--- config.mk ---
export PLATFORM = sky130hd
export DESIGN_NAME = sha256_msg_pad
export DESIGN_NICKNAME = d
export VERILOG_FILES = /design/src/rtl/sha256_msg_pad.sv
export SDC_FILE = /design/constraint.sdc
export NUM_CORES = 2
export LEC_CHECK = 0
export ABC_CLOCK_PERIOD_IN_PS = 2380
export CAP_MARGIN = 20
export CORE_AREA = 4 4 519 521
export CTS_BUF_LIST = sky130_fd_sc_hd__clkbuf_4 sky130_fd_sc_hd__clkbuf_8 sky130_fd_sc_hd__clkbuf_16
export DETAILED_ROUTE_END_ITERATION = 8
export DIE_AREA = 0 0 523 525
export PLACE_DENSITY_LB_ADDON = 0.12
export SETUP_SLACK_MARGIN = 0.05
export SLEW_MARGIN = 20
export SYNTH_ARGS = -nofsm -noshare
export SYNTH_HDL_FRONTEND = slang
export SYNTH_SLANG_ARGS = --single-unit
export TNS_END_PERCENT = 1
--- constraint.sdc ---
create_clock -name i_clk -period 2.38 [get_ports i_clk]
set_input_delay 0.476 -clock i_clk [delete_from_list [all_inputs] [get_ports i_clk]]
set_output_delay 0.476 -clock i_clk [all_outputs]
set_load 0.02 [all_outputs]
--- src/rtl/sha256_msg_pad.sv ---
// SHA-256 message padder: packs 32-bit message words into 512-bit blocks and drives an external compression core.
// Optional macro SHA224_MODE_EN adds i_sha224 to select the SHA-224 IV and truncated digest.
`timescale 1ns/1ps
module sha256_msg_pad (
   input  logic         i_clk,
   input  logic         i_rst_n,
   input  logic         i_init,
`ifdef SHA224_MODE_EN
   input  logic         i_sha224,
`endif
   input  logic         i_valid,
   output logic         o_ready,
   input  logic [31:0]  i_data,
   input  logic         i_last,
   input  logic [2:0]   i_nbytes,
   output logic [511:0] o_blk,
   output logic [255:0] o_vin,
   output logic         o_start,
   input  logic         i_core_done,
   input  logic [255:0] i_core_vout,
   output logic [255:0] o_digest,
   output logic         o_digest_valid,
   output logic         o_busy
);

   localparam int unsigned WORD_W = 32;
   localparam int unsigned NWORDS = 16;
   localparam int unsigned IDX_W  = 4;
   localparam int unsigned CNT_W  = 64;

   localparam logic [255:0] SHA256_IV =
      256'h6a09e667_bb67ae85_3c6ef372_a54ff53a_510e527f_9b05688c_1f83d9ab_5be0cd19;
`ifdef SHA224_MODE_EN
   localparam logic [255:0] SHA224_IV =
      256'hc1059ed8_367cd507_3070dd17_f70e5939_ffc00b31_68581511_64f98fa7_befa4fa4;
`endif

   typedef enum logic [2:0] {S_IDLE, S_LOAD, S_PAD, S_RUN, S_WAIT} state_t;

   state_t                       state;
   logic [NWORDS-1:0][WORD_W-1:0] blk;
   logic [IDX_W-1:0]             idx;
   logic [CNT_W-1:0]             byte_cnt;
   logic                         last_seen;  // final data word consumed
   logic                         mark_pend;  // 0x80000000 word still to be placed
   logic                         len_fits;   // current block carries the length
   logic                         len_done;   // length written into current block
`ifdef SHA224_MODE_EN
   logic                         sha224;
`endif

   logic [WORD_W-1:0] tail_word;
   logic [WORD_W-1:0] pad_word;
   logic [CNT_W-1:0]  bit_len;

   assign o_blk   = blk;
   assign bit_len = byte_cnt << 3;

   // Final data word: keep valid bytes, append 0x80, zero the rest.
   always_comb begin
      tail_word = i_data;
      case (i_nbytes)
         3'd0:    tail_word = 32'h8000_0000;
         3'd1:    tail_word = {i_data[31:24], 24'h80_0000};
         3'd2:    tail_word = {i_data[31:16], 16'h8000};
         3'd3:    tail_word = {i_data[31:8], 8'h80};
         default: tail_word = i_data;
      endcase
   end

   always_comb begin
      pad_word = '0;
      if (mark_pend)                     pad_word = 32'h8000_0000;
      else if (len_fits && idx == 4'd14) pad_word = bit_len[63:32];
      else if (len_fits && idx == 4'd15) pad_word = bit_len[31:0];
   end

   // Word k lives at blk[15-k] so word 0 lands in o_blk[511:480]; ~idx == 15-idx.
   always_ff @(posedge i_clk or negedge i_rst_n) begin
      if (!i_rst_n) begin
         state          <= S_IDLE;
         blk            <= '0;
         idx            <= '0;
         byte_cnt       <= '0;
         last_seen      <= 1'b0;
         mark_pend      <= 1'b0;
         len_fits       <= 1'b0;
         len_done       <= 1'b0;
         o_vin          <= '0;
         o_digest       <= '0;
         o_ready        <= 1'b0;
         o_start        <= 1'b0;
         o_digest_valid <= 1'b0;
         o_busy         <= 1'b0;
`ifdef SHA224_MODE_EN
         sha224         <= 1'b0;
`endif
      end else begin
         o_start        <= 1'b0;
         o_digest_valid <= 1'b0;
         case (state)
            S_IDLE: begin
               if (i_init) begin
`ifdef SHA224_MODE_EN
                  o_vin  <= i_sha224 ? SHA224_IV : SHA256_IV;
                  sha224 <= i_sha224;
`else
                  o_vin  <= SHA256_IV;
`endif
                  blk       <= '0;
                  idx       <= '0;
                  byte_cnt  <= '0;
                  last_seen <= 1'b0;
                  mark_pend <= 1'b0;
                  len_fits  <= 1'b0;
                  len_done  <= 1'b0;
                  o_ready   <= 1'b1;
                  o_busy    <= 1'b1;
                  state     <= S_LOAD;
               end
            end
            S_LOAD: begin
               if (i_valid && o_ready) begin
                  byte_cnt <= byte_cnt + CNT_W'(i_nbytes);
                  idx      <= idx + 4'd1;
                  if (i_last) begin
                     blk[~idx] <= tail_word;
                     last_seen <= 1'b1;
                     mark_pend <= (i_nbytes == 3'd4);
                     len_fits  <= (i_nbytes != 3'd4) && (idx <= 4'd13);
                     o_ready   <= 1'b0;
                     state     <= (idx == 4'd15) ? S_RUN : S_PAD;
                  end else begin
                     blk[~idx] <= i_data;
                     if (idx == 4'd15) begin
                        o_ready <= 1'b0;
                        state   <= S_RUN;
                     end
                  end
               end
            end
            S_PAD: begin
               blk[~idx] <= pad_word;
               idx       <= idx + 4'd1;
               if (mark_pend) begin
                  mark_pend <= 1'b0;
                  len_fits  <= (idx <= 4'd13);
               end
               if (idx == 4'd15) begin
                  len_done <= len_fits && !mark_pend;
                  state    <= S_RUN;
               end
            end
            S_RUN: begin
               o_start <= 1'b1;
               state   <= S_WAIT;
            end
            S_WAIT: begin
               if (i_core_done) begin
                  o_vin <= i_core_vout;
                  idx   <= '0;
                  if (!last_seen) begin
                     o_ready <= 1'b1;
                     state   <= S_LOAD;
                  end else if (len_done) begin
`ifdef SHA224_MODE_EN
                     o_digest <= sha224 ? {i_core_vout[255:32], 32'h0} : i_core_vout;
`else
                     o_digest <= i_core_vout;
`endif
                     o_digest_valid <= 1'b1;
                     o_busy         <= 1'b0;
                     state          <= S_IDLE;
                  end else begin
                     len_fits <= 1'b1;
                     state    <= S_PAD;
                  end
               end
            end
            default: begin
               o_ready <= 1'b0;
               o_busy  <= 1'b0;
               state   <= S_IDLE;
            end
         endcase
      end
   end

endmodule

# [Word-level counts from Yosys, hierarchy flattened]
# Index checks and enable logic that the tools add are counted.
[totals] memories=0 latch_bits=0 input_bits=297 ramBits=0 word_cells=151 regBits=1103 rom_bits=0 output_inout_bits=1028
[op_classes] n_reduce_logical=28 shift=0 n_mul=0 muxes=64 add_sub_neg=2 bitwise_logic=3 n_eq_ne=22 magnitude_cmp=3 div_mod_pow=0
[ops] op="512-bit bitwise mux" count=3
[ops] op="512-bit two-way mux" count=3
[ops] op="512-bit one-hot mux with 3 select lines" count=1
[ops] op="256-bit two-way mux" count=2
[ops] op="256-bit one-hot mux with 2 select lines" count=1
[ops] op="32-bit demux with 4-bit select" count=1
[ops] op="32-bit two-way mux" count=4
[ops] op="64-bit two-way mux" count=2
[ops] op="32-bit one-hot mux with 4 select lines" count=1
[ops] op="64-bit one-hot mux with 2 select lines" count=1
[ops] op="64-bit by 3-bit adder with 64-bit output" count=1
[ops] op="1-bit two-way mux" count=27
[ops] op="2-bit inequality test, second input constant" count=10
[ops] op="4-bit one-hot mux with 4 select lines" count=1
[ops] op="4-bit AND reduction" count=4
[ops] op="3-bit two-way mux" count=5
[ops] op="3-bit one-hot mux with 5 select lines" count=1
[ops] op="3-bit AND reduction" count=5
[ops] op="3-bit by 2-bit == test with 1-bit output, second input constant" count=4
[ops] op="4-bit two-way mux" count=3
[ops] op="4-bit == test, second input constant" count=2
[ops] op="1-bit one-hot mux with 4 select lines" count=2
[ops] op="8-bit AND reduction" count=1
[ops] op="3-bit by 1-bit == test with 1-bit output, second input constant" count=2
[ops] op="other kinds (21)" count=35

# [Depth between registers and ports, before layout]
[logic_depth] depth_word=9 depth_mapped=10 mapped_depth_nobuf=8

# [Worst setup path after synthesis]
# Ideal clock, no wire load.
[synth_path] kind="input port to flip-flop" from="in i_nbytes[0]" to="reg byte_cnt[44]" path_buffers=0 t_required_ns=2.302 slack_ns=-0.287 stages=8 arrival_ns=2.589 setup_time_ns=0.078 path_cell_list="ha_1 > inv_1 > fa_1 > and2b_2 > o221ai_1 > or4_4 > or4_1 > a21oi_1"
[synth_between] elab_chain_cells=3
[synth_lines] item="from (decl)" line="15" source="input logic [2:0] i_nbytes,"
[synth_lines] item="64-bit by 3-bit adder with 64-bit output" line="124" source="byte_cnt <= byte_cnt + CNT_W'(i_nbytes);"
[synth_lines] item="64-bit two-way mux" line="123" source="if (i_valid && o_ready) begin"
[synth_lines] item="64-bit one-hot mux with 2 select lines" line="101" source="case (state)"
[synth_lines] item="to (signal assigned)" line="124"
[synth_lines] item="to (decl)" line="43" source="logic [CNT_W-1:0] byte_cnt;"
# Every way passes these cells. The select of a mux whose other input is x is not followed.
# A chain may end at the register's enable or synchronous reset.

# [Worst setup path in the final report]
[layout_path] from="reg byte_cnt[0]" to="reg byte_cnt[40]"
[layout_between] elab_chain_cells=3
[layout_lines] item="64-bit by 3-bit adder with 64-bit output" line="124"
[layout_lines] item="64-bit two-way mux" line="123"
[layout_lines] item="64-bit one-hot mux with 2 select lines" line="101"
# Every way passes these cells. The select of a mux whose other input is x is not followed.

==> results.sh <==
export IMPL_outcome="finished, violations left"
export IMPL_failed_checks="negative setup slack"
export IMPL_critPathLaunchType="register"
export IMPL_synth_area_leaders="sky130_fd_sc_hd__dfrtp_1 (63%), sky130_fd_sc_hd__mux2_2 (6.6%), sky130_fd_sc_hd__o21ai_0 (4.4%)"
export IMPL_synth_cells=3917
export IMPL_route_top_layer_used="met5"
export IMPL_antenna_found_initial=83
export IMPL_clockRootBuffer="sky130_fd_sc_hd__clkbuf_16"
export IMPL_cts_htree_levels=4
export IMPL_cts_buffer_depth=3
export IMPL_drc_errors=0
export IMPL_initialDrtViolationCount=2428
export IMPL_total_via_count_in_the_routed_design=39400
export IMPL_multi_input_comb_area_sq_um=15700
export IMPL_globalplace_congestion=0.830
export IMPL_netlist_top_cells_count="sky130_fd_sc_hd__dfrtp_1 (1,100), sky130_fd_sc_hd__o21ai_0 (389), sky130_fd_sc_hd__nand2_1 (379), sky130_fd_sc_hd__a21oi_1 (363), sky130_fd_sc_hd__nor2_1 (348)"
export IMPL_cap_viol_max_count=0
export IMPL_seq_area_sq_um=27500
export IMPL_report_final_setup_viol=15
export IMPL_drtPass1Iterations=5
export IMPL_share_comb_of_total_power=0.343
export IMPL_cts_sinks=1100
export IMPL_io_pins=1325
export IMPL_power_share_switching=0.381
export IMPL_post_route_min_period_ps=2630
export IMPL_count_of_input_and_output_buffers=1324
export IMPL_synthesis_area_per_instance_sq_um=11.2
export IMPL_timing_hold_violations_final=0
export IMPL_p_switching_mw=25.7
export IMPL_hpwlAfterDp_um=226000
export IMPL_worst_setup_path_type="register to register"
export IMPL_via_count_of_the_first_global_routing_pass=40900
export IMPL_p_int_mw=41.9
export IMPL_p_clk_frac=0.343
export IMPL_final_core_utilization=0.270
export IMPL_n_fill_cell=27900
export IMPL_grt_max_degree=82
export IMPL_drive_above_1_share=0.214
export IMPL_die_w_um=523
export IMPL_num_nets_final=5889
export IMPL_worst_ep_required_ps=3050
export IMPL_r2r_slack_ps=-250
export IMPL_hold_class="primary input to async pin"
export IMPL_yosys_reg_bits=1100
export IMPL_globalRouteOverflowTotal=0
export IMPL_fp_dieH_um=525
export IMPL_total_of_warnings_raised_by_yosys=0
export IMPL_synthesized_area_sq_um=44000
export IMPL_synthesis_to_finish_area_growth_pct=62.3
export IMPL_worst_setup_path_end_kind="register"
export IMPL_mappedNetlistNets=4223
export IMPL_routedWlPerCell_um=30.9
export IMPL_ant_nets=0
export IMPL_synth_seq_area_share=0.626
export IMPL_finClkSkew_ps=52.3
export IMPL_setup_tns_ps=-1660
export IMPL_fmax_ghz=0.380
export IMPL_coreArea_sq_um=265000
export IMPL_cts_tree="done"
export IMPL_ir_drop_mv=0.659
export IMPL_synth_edf_count=0
export IMPL_rr_endpoint="byte_cnt[40]"
export IMPL_die_area_sq_um=275000
export IMPL_synthDominantCellAreaShare=0.626
export IMPL_initial_standard_cell_utilization_of_the_core=0.166
export IMPL_wl_met1_um=106000
export IMPL_drt_wl_total_um=286000
export IMPL_ys_async_rst_share=1.00
export IMPL_synth_largest_area_cell="sky130_fd_sc_hd__dfrtp_1"
export IMPL_power_frac_seq=0.314
export IMPL_clkSlewWorstSetupHoldPaths_ps=60
export IMPL_ff2ff_path_depth=8
export IMPL_cellPowerDensity_nw_per_um2=948
export IMPL_post_synth_num_cell_types=69
export IMPL_data_arrival_at_the_endpoint_of_the_critical_path_ps=3300
export IMPL_remaining_max_slew_budget_at_the_tightest_pin=0.508
export IMPL_first_pass_grt_wire_length_um=382000
export IMPL_worst_skew_pair_late_latency_ps=800
export IMPL_static_leakage_power_nw=36.1
export IMPL_fin_worst_hold_slack_ps=237
export IMPL_rows=189
export IMPL_dominantRegCellSynth="sky130_fd_sc_hd__dfrtp_1"
export IMPL_final_setup_worst_slack_ps=-252
export IMPL_cell_with_the_most_instances_after_synthesis="sky130_fd_sc_hd__dfrtp_1"
export IMPL_timing_final_max_slew_violations=0
export IMPL_fin_crit_sh=1.11
export IMPL_timing_worst_slew_pin_value_ps=738
export IMPL_grt_setup_unrepaired="yes"
export IMPL_met2_layer_wire_length_in_the_routed_design_um=146000
export IMPL_met3_length_um=22700
export IMPL_place_ws_ps=-934
export IMPL_drt_vias_per_instance=4.26
export IMPL_number_of_buffers_created_by_cts=147
export IMPL_regToRegStartpoint="byte_cnt[0]"
export IMPL_fin_total_pwr_mw=67.6
export IMPL_crit_fanout=4
export IMPL_global_route_usage_over_all_layers=0.201
==> routing by layer <==
layer / vias to the layer above / GRT usage
li1: 17300 / -
met1: 20200 / 0.222
met2: 1460 / 0.358
met3: 375 / 0.0669
met4: 76 / 0.0708
met5: - / 0
==> layout by cell type, fill, tap and decap left out, types with 22 or more instances in the layout <==
cell and instances:
sky130_fd_sc_hd__clkbuf_4 36, sky130_fd_sc_hd__a21oi_1 348, sky130_fd_sc_hd__clkbuf_16 148, sky130_fd_sc_hd__mux2_2 257, sky130_fd_sc_hd__buf_12 167, sky130_fd_sc_hd__buf_4 345, sky130_fd_sc_hd__a22o_1 209, sky130_fd_sc_hd__and2_1 23
sky130_fd_sc_hd__nand2_1 376, sky130_fd_sc_hd__nand3_1 150, sky130_fd_sc_hd__dlygate4sd2_1 782, sky130_fd_sc_hd__clkdlybuf4s50_1 403, sky130_fd_sc_hd__clkbuf_8 29, sky130_fd_sc_hd__o21ai_0 368, sky130_fd_sc_hd__clkinv_2 22, sky130_fd_sc_hd__dlymetal6s2s_1 115
sky130_fd_sc_hd__o31ai_1 30, sky130_fd_sc_hd__o221a_2 62, sky130_fd_sc_hd__dfrtp_1 1100, sky130_fd_sc_hd__nor2_1 340, sky130_fd_sc_hd__diode_2 25
==> critical path, cell delays in order (launching register included) <==
cell and delay (ps):
sky130_fd_sc_hd__dfrtp_1 380, sky130_fd_sc_hd__ha_4 140, sky130_fd_sc_hd__inv_2 30, sky130_fd_sc_hd__fa_2 320, sky130_fd_sc_hd__and2b_2 260, sky130_fd_sc_hd__o221ai_4 170, sky130_fd_sc_hd__or4_2 740, sky130_fd_sc_hd__or3_1 350
sky130_fd_sc_hd__a21oi_1 130
==> power by group through the flow <==
stage | Clock [mW] | Combinational [mW] | Sequential (mW)
6_report | 23.2 | 23.2 | 21.2
5_1_grt | 24.7 | 24.6 | 21.4
4_1_cts | 24.1 | 23.7 | 21.2
3_5_place_dp | 0 | 24.4 | 21.6
3_3_place_gp | 0 | 24.4 | 21.5
2_1_floorplan | 0 | 6.75 | 23.2
==> layout make-up <==
type,instances,area share
flip-flops and latches,1100,0.386
well taps,3533,0.0620
clock inverters,49,0.00938
diodes,25,0.000877
clock buffers,213,0.0613
inverters,16,0.000842
multi-input cells,2483,0.220
repair buffers,1835,0.260
==> state kept, by name, indices dropped and copies added (netlist names) <==
register / flops
mark_pend: 1
o_vin: 256
o_start: 1
o_busy: 1
len_done: 1
byte_cnt: 61
o_digest: 256
last_seen: 1
len_fits: 1
o_digest_valid: 1
o_ready: 1
o_blk: 512
idx: 4
state: 3
==> worst max-delay path by stage <==
| stage | startpoint | endpoint | slack [ps] | cells past startpoint |
|---|---|---|---|---|
| floorplan | i_nbytes[0] | byte_cnt[42] | -50 | 9 |
| global placement | i_nbytes[1] | byte_cnt[42] | -950 | 9 |
| detailed placement | i_nbytes[1] | byte_cnt[42] | -930 | 9 |
| CTS | byte_cnt[0] | byte_cnt[46] | -300 | 9 |
| global route | byte_cnt[0] | byte_cnt[46] | -350 | 9 |
| finish | byte_cnt[0] | byte_cnt[40] | -250 | 8 |
==> through the flow <==
stage,cells,cell area [sq um]
finish,9254,71400
global route,9239,71300
CTS,9227,70800
detailed placement,8963,66600
global placement,8963,66500
floorplan,3917,44000
==> logic make-up after synthesis <==
group	Yosys count	synth area share
AO/OA/AOI/OAI	1146	0.165
adder cells (fa/ha/maj)	9	0.00273
XOR/XNOR	20	0.00398
flip-flops	1100	0.626
multiplexers	258	0.0660
buffers and inverters	335	0.0298
AND/OR/NAND/NOR	1049	0.107
==> repair_timing <==
action                                   CTS  global route
endpoints found under the setup margin  1129           539
gates cloned                               0             1
gates resized for setup                  843           148
endpoints found under the hold margin      5             0
buffers inserted                           1             1
hold buffers                               1             0
pin swaps                                  8             9
No activity file was read; power rests on OpenSTA's default activity.
